===== config.mk =====
export PLATFORM = sky130hd
export DESIGN_NAME = mult_result_bcd
export DESIGN_NICKNAME = d
export VERILOG_FILES = /design/src/rtl/mult_result_bcd.sv
export SDC_FILE = /design/constraint.sdc
export NUM_CORES = 1
export LEC_CHECK = 0
export ABC_AREA = 1
export CAP_MARGIN = 10
export CORE_MARGIN = 3
export CORE_UTILIZATION = 49
export DETAILED_ROUTE_END_ITERATION = 6
export GPL_TIMING_DRIVEN = 0
export PLACE_DENSITY_LB_ADDON = 0.15
export SLEW_MARGIN = 20
export SYNTH_ARGS = -nofsm -noshare
export SYNTH_HDL_FRONTEND = slang
export SYNTH_SLANG_ARGS = --single-unit

===== constraint.sdc =====
create_clock -name clk -period 1.2 [get_ports clk]
set_input_delay 0.24 -clock clk [delete_from_list [all_inputs] [get_ports clk]]
set_output_delay 0.24 -clock clk [all_outputs]
set_load 0.005 [all_outputs]

===== src/rtl/mult_result_bcd.sv =====
// Captures the multiplier's magnitude/sign on start and converts the magnitude to NDIG BCD digits,
// one bit per clock (shift-add-3). Optional leading-zero blanking: define MULT_BCD_BLANK_EN.
module mult_result_bcd #(
  parameter int D2W  = 16,
  parameter int NDIG = 5
) (
  input  logic              clk,
  input  logic              rst,
  input  logic              start,
  input  logic [D2W-1:0]    product,
  input  logic              sign,
  output logic              busy,
  output logic              done,
  output logic [4*NDIG-1:0] bcd,
  output logic              sign_out
);

  localparam int BW = 4 * NDIG;
  localparam int CW = $clog2(D2W + 1);
  localparam logic [CW-1:0] LAST_SHIFT = CW'(D2W - 1);

  localparam logic [1:0] S_IDLE  = 2'd0;
  localparam logic [1:0] S_SHIFT = 2'd1;
  localparam logic [1:0] S_DONE  = 2'd2;

  logic [1:0]     state_reg;
  logic [D2W-1:0] bin_reg;
  logic [BW-1:0]  scratch_reg;
  logic [CW-1:0]  cnt_reg;
  logic           sign_reg;
  logic [BW-1:0]  bcd_reg;
  logic           sign_out_reg;
  logic           done_reg;

  logic [BW-1:0]  scratch_adj;
  logic [BW-1:0]  bcd_next;

  // Every digit is corrected from its pre-shift value, all digits in parallel.
  for (genvar gi = 0; gi < NDIG; gi++) begin : g_adj
    assign scratch_adj[4*gi +: 4] = (scratch_reg[4*gi +: 4] >= 4'd5)
                                  ? scratch_reg[4*gi +: 4] + 4'd3
                                  : scratch_reg[4*gi +: 4];
  end

`ifdef MULT_BCD_BLANK_EN
  // lz[i] is set when digit i and every digit above it are zero.
  logic [NDIG:0] lz;
  assign lz[NDIG] = 1'b1;
  for (genvar gi = 0; gi < NDIG; gi++) begin : g_blank
    assign lz[gi] = lz[gi+1] & (scratch_reg[4*gi +: 4] == 4'd0);
    if (gi == 0) begin : g_units
      assign bcd_next[3:0] = scratch_reg[3:0];
    end else begin : g_upper
      assign bcd_next[4*gi +: 4] = lz[gi] ? 4'hF : scratch_reg[4*gi +: 4];
    end
  end
`else
  assign bcd_next = scratch_reg;
`endif

  always_ff @(posedge clk or negedge rst) begin
    if (!rst) begin
      state_reg    <= S_IDLE;
      bin_reg      <= '0;
      scratch_reg  <= '0;
      cnt_reg      <= '0;
      sign_reg     <= 1'b0;
      bcd_reg      <= '0;
      sign_out_reg <= 1'b0;
      done_reg     <= 1'b0;
    end else begin
      done_reg <= 1'b0;
      case (state_reg)
        S_IDLE: begin
          if (start) begin
            bin_reg     <= product;
            scratch_reg <= '0;
            cnt_reg     <= '0;
            // A zero product never shows a minus sign.
            sign_reg    <= sign & (|product);
            state_reg   <= S_SHIFT;
          end
        end
        S_SHIFT: begin
          scratch_reg <= {scratch_adj[BW-2:0], bin_reg[D2W-1]};
          bin_reg     <= {bin_reg[D2W-2:0], 1'b0};
          cnt_reg     <= cnt_reg + CW'(1);
          if (cnt_reg == LAST_SHIFT) begin
            state_reg <= S_DONE;
          end
        end
        S_DONE: begin
          bcd_reg      <= bcd_next;
          sign_out_reg <= sign_reg;
          done_reg     <= 1'b1;
          state_reg    <= S_IDLE;
        end
        default: begin
          state_reg <= S_IDLE;
        end
      endcase
    end
  end

  assign busy     = (state_reg != S_IDLE);
  assign done     = done_reg;
  assign bcd      = bcd_reg;
  assign sign_out = sign_out_reg;

endmodule


Word-level counts from Yosys, hierarchy flattened
Index checks and enable logic that the tools add are counted.
{ "op_classes": {"n_eq_ne": 5, "bitwise_logic": 1, "addsub": 6, "order_cmp": 5, "reduce_logical": 7, "n_mux": 15} }
{ "op_table": {"columns": ["cell", "n"], "rows": [
  ["one-hot mux 20 bit (2 select lines)", 1],
  ["one-hot mux 16 bit (2 select lines)", 1],
  ["greater-or-equal comparator 4 x 3 -> 1 bit (second input constant)", 5],
  ["two-way mux 20 bit", 1],
  ["adder 4 x 2 -> 4 bit (second input constant)", 4],
  ["two-way mux 16 bit", 1],
  ["two-way mux 4 bit", 4],
  ["OR reduction 16 bit", 1],
  ["one-hot mux 5 bit (2 select lines)", 1],
  ["AND reduction 2 bit", 3],
  ["adder 5 x 1 -> 5 bit (second input constant)", 1],
  ["equality test 5 x 4 -> 1 bit (second input constant)", 1],
  ["two-way mux 5 bit", 1],
  ["two-way mux 2 bit", 2],
  ["!= test 2 bit (second input constant)", 2],
  ["one-hot mux 2 bit (2 select lines)", 1],
  ["nonzero test 2 bit", 2],
  ["adder 3 x 2 -> 3 bit (second input constant)", 1],
  ["two-way mux 3 bit", 1],
  ["equality test 2 x 1 -> 1 bit (second input constant)", 1],
  ["equality test 2 bit (second input constant)", 1],
  ["zero test 2 bit", 1],
  ["AND 1 bit", 1],
  ["two-way mux 1 bit", 1]
]} }
{ "totals": {"in_bits": 20, "register_bits": 66, "output_inout_bits": 23} }

Logic depth before layout (Yosys ltp)
{ "depth": {"ltp_word": 3, "depth_mapped": 8} }

Worst setup path before layout
Ideal clock, no wire load.
{ "synth_path": {"path_type": "reg-to-reg", "start": "reg cnt_reg[0]", "end": "reg cnt_reg[4]", "path_buffers": 0, "synth_period_minus_slack_ns": 1.195, "path_stages_with_launch": 6, "setup_time_ns": 0.083, "slack_ns": 0.005, "required_ns": 1.117, "arrival_time_ns": 1.112, "path_cell_list": "dfrtp_1 > ha_1 > nand2_1 > nor2_1 > ha_1 > o22ai_1"} }
{ "synth_via": {"elab_chain_len": 2} }
{ "synth_rtl": {"columns": ["item", "line", "rtl"], "rows": [
  ["start: declaration", "29", "logic [CW-1:0] cnt_reg;"],
  ["start signal: assignment", "87", "cnt_reg <= cnt_reg + CW'(1);"],
  ["adder 5 x 1 -> 5 bit", "87", null],
  ["one-hot mux 5 bit (2 select lines)", "73", "case (state_reg)"]
]} }
Every way passes these cells.
A chain may end at the register's enable or synchronous reset.

Final worst setup path
{ "layout_path": {"start": "reg state_reg[0]", "end": "reg scratch_reg[9], in the netlist bcd_next[9]"} }
{ "layout_via": {"elab_chain_len": 3, "word_cells_on_any_way": 6, "classes_between": "eq/ne (2); mux (1); reduce/logical (3)"} }
{ "layout_rtl": {"columns": ["item", "line", "rtl"], "rows": [
  ["start: declaration", "26", "logic [1:0] state_reg;"],
  ["start signal: assignment", "63", "state_reg <= S_IDLE;"],
  ["start signal: assignment", "81", "state_reg <= S_SHIFT;"],
  ["start signal: assignment", "89", "state_reg <= S_DONE;"],
  ["equality test 2 x 1 -> 1 bit or zero test 2 bit (tied branches)", "73", null],
  ["nonzero test 2 bit (no source line) or != test 2 bit (tied branches)", null, null],
  ["AND reduction 2 bit (no source line)", null, null],
  ["end signal: assignment", "85", "scratch_reg <= {scratch_adj[BW-2:0], bin_reg[D2W-1]};"],
  ["end: declaration", "28", "logic [BW-1:0] scratch_reg;"]
]} }
Parallel ways exist; a longest one is shown, timed or not.

==> impl_metrics.py <==
metrics = {
    "outcome": {
        "status": "finished with violations",
        "violations": "negative setup slack",
    },
    "die": {
        "dieWidth_um": 85.9,
        "ios": 43,
        "num_rows": 28,
        "die_h_um": 85.9,
        "initial_utilization": 0.516,
        "core_area_mm2": 0.00606,
        "dieArea_mm2": 0.00738,
    },
    "final_layout": {
        "nets": 519,
        "multi_input_area_mm2": 0.00147,
        "final_cells": 567,
        "diodes": 0,
        "layout.filler_cells": 443,
        "seq_area_mm2": 0.00165,
        "stdcell_area_mm2": 0.00457,
        "drive_gt1_frac": 0.270,
        "area_delta_synth_final_pct": 46.0,
    },
    "yosys": {
        "yosysTopAreaCell": "dfrtp_1",
        "synth.area.top_cells": "dfrtp_1 53%, nand2_1 18%, nand3_1 6.4%",
        "syn-instance-count": 387,
        "yosysUniqueCellTypes": 18,
        "synth_area_per_cell_um2": 8.09,
        "ys_seq_area_frac": 0.528,
        "async_flop_share": 1.00,
        "synth-seq-cells": 66,
        "synth_edf_count": 0,
        "yosysMostFrequentCell": "nand2_1",
        "synth_commonest_cells": "148 x nand2_1, 66 x dfrtp_1, 40 x nand3_1, 40 x o21ai_0, 36 x inv_1",
        "synth_fp_nets": 419,
        "syn_area_mm2": 0.00313,
        "ys.flop_type": "dfrtp_1",
        "synth_top_area_frac": 0.528,
        "yosys_warnings": 0,
    },
    "place": {
        "gpl.final_weighted_congestion": 0.859,
        "post-place-ws_ns": -0.443,
        "port-buffer-count": 42,
        "place_area_mm2": 0.00367,
        "dp_hpwl_um": 4620,
        "placed_cells": 505,
    },
    "detailed_routing": {
        "wl_per_cell_um": 13.6,
        "post-route-drc-count": 0,
        "num_vias": 2954,
        "viasPerCell": 5.21,
        "detail-route-antenna-nets": 0,
        "drt-pass1-iter-count": 5,
        "drt_iter0_markers": 178,
        "drt-total-wl_um": 7690,
    },
    "worst_setup_path": {
        "criticalPathCategory": "register to register",
        "r2r_slack_ns": -0.08,
        "r2r_cells": 6,
        "crit_top_cell": "nand2_1",
        "cp.arrival_ns": 1.56,
        "max_stage_delay_ns": 0.40,
        "worstReg2RegEnd": "bcd_next[9]",
        "crit_end": "bcd_next[9]",
        "critical_path_buf_inv_count": 3,
        "cp_cell_sequence": "buf_4 > o21ai_4 > buf_12 > clkbuf_16 > nand2_1 > nand2_1",
        "worst_r2r_startpoint": "state_reg[0]",
        "cp_slowest_cell": "dfrtp_1",
        "crit_cells": 6,
        "cp.required_ns": 1.48,
        "worstSetupStartpoint": "state_reg[0]",
        "crit_path_end_kind": "register",
        "cp_top_family": "buffers and inverters",
        "path_max_fanout": 8,
        "cp-start-kind": "register",
    },
    "grt": {
        "grt_pass1_wl_um": 12100,
        "grt_usage": 0.208,
        "grt_use_met1": 0.255,
        "grt_max_degree": 49,
        "antenna_found_initial": 0,
        "grt_busiest_layer": "met2",
        "grt.overflow.total": 0,
        "grt_pass1_vias": 2775,
        "grtUsageMet2": 0.346,
        "grt_use_met3": 0.0509,
    },
    "sta": {
        "relSlewSlack": 0.804,
        "final_max_slew_viol_count": 0,
        "worst_pin_slew_ns": 0.290,
        "fin_ws_ns": -0.0777,
        "period_needed_ns": 1.28,
        "rsz0062_at_grt": "yes",
        "setup_violations": 37,
        "hold_viol": 0,
        "fmax_mhz": 783,
        "fin_skew_ns": 0.00590,
        "period_share": 1.06,
    },
    "pwr": {
        "p_leak_nw": 2.28,
        "peakVddDrop_uv": 1260,
        "power_density_mw_per_mm2": 2450,
    },
    "clocking": {
        "clk_latency_ns": 0.34,
        "cts.clk_slew.worst_paths_ns": 0.07,
        "cts_root_buf": "clkbuf_8",
        "cts_buffer_depth": 2,
        "numCtsBuffers": 9,
        "cts_sinks": 66,
        "cts-htree-levels": 3,
        "tritoncts": "built",
    },
    "run": {
        "maxCapViolations": 0,
    },
    "worst_hold_path": {
        "hp-class": "input port to asynchronous set/reset pin",
    },
}
placed cells by master (no fill, tap or decap), types with 2 or more instances in the layout:
cell type / n
nand2_1: 135
dfrtp_1: 66
buf_4: 41
nand3_1: 34
o21ai_1: 23
inv_1: 19
clkdlybuf4s50_1: 18
clkdlybuf4s15_1: 18
inv_2: 15
clkbuf_8: 14
o21ai_0: 13
nor2_1: 13
nand4_1: 11
nand2_2: 9
buf_6: 8
buf_8: 5
o21ai_2: 5
nand2_4: 4
nand3_2: 4
ha_4: 4
ha_1: 4
ha_2: 4
clkbuf_2: 4
clkbuf_16: 3
nor2_2: 2
inv_4: 2
buf_12: 2
nand3_4: 2
layer usage:
metal	wire length, µm	part of all wire
met1	3370	0.44
met2	3800	0.49
met3	422	0.055
met4	98	0.013
met5	0	0
worst min path at each step:
| stage | cells past startpoint | from | end | slack (ns) |
|---|---|---|---|---|
| after floorplan | 0 | rst | bcd[0] | -0.06 |
| after global placement | 2 | sign_out | sign_out | 0.46 |
| after detailed placement | 1 | rst | bcd[5] | 0.14 |
| after CTS | 2 | rst | bcd[5] | 0.32 |
| after global routing | 2 | rst | bcd[5] | 0.32 |
| final | 2 | rst | bcd[5] | 0.30 |
kinds of logic (layout without fill, tap and decap cells):
| family | after synthesis | count (layout) | synth area share |
|---|---|---|---|
| adder cells (fa/ha/maj) | 12 | 12 | 0.0480 |
| buffers and inverters | 49 | 154 | 0.0652 |
| AND/OR/NAND/NOR | 215 | 215 | 0.283 |
| flip-flops | 66 | 66 | 0.528 |
| AO/OA/AOI/OAI | 45 | 45 | 0.0756 |
report_power, final:
group	switching (mW)	total (mW)	internal [mW]
Clock	0.819	1.85	1.03
Combinational	2.94	5.62	2.67
Sequential	0.626	3.74	3.11
Total	4.39	11.2	6.82
final cells by class:
cell class	instances	share of cell area
plain buffers	12	0.0331
inverters	37	0.0326
clock buffers	15	0.0430
multi-input cells	272	0.321
flip-flops and latches	66	0.361
clock inverters	1	0.00110
well taps	75	0.0205
repair buffers	89	0.187
stage by stage:
step                total power, mW  hold WS, ns  setup TNS, ns   util
floorplan                      6.26      -0.0556              0      -
global placement               7.44        0.458        -167.38  0.601
detailed placement             7.61        0.139         -15.93  0.605
CTS                            9.93        0.318        -0.0958  0.681
global route                   12.1        0.317          -4.56  0.754
finish                         11.2        0.299         -0.916  0.754
what timing repair did:
item / in CTS / in global routing
hold endpoints to repair: 18 / 0
pin swaps: 6 / 17
buffers inserted: 21 / 20
gates cloned: 0 / 4
setup endpoints to repair: 83 / 72
hold buffers: 1 / 0
resized for setup: 90 / 92
Note: power is estimated with default switching activity, not from simulation.
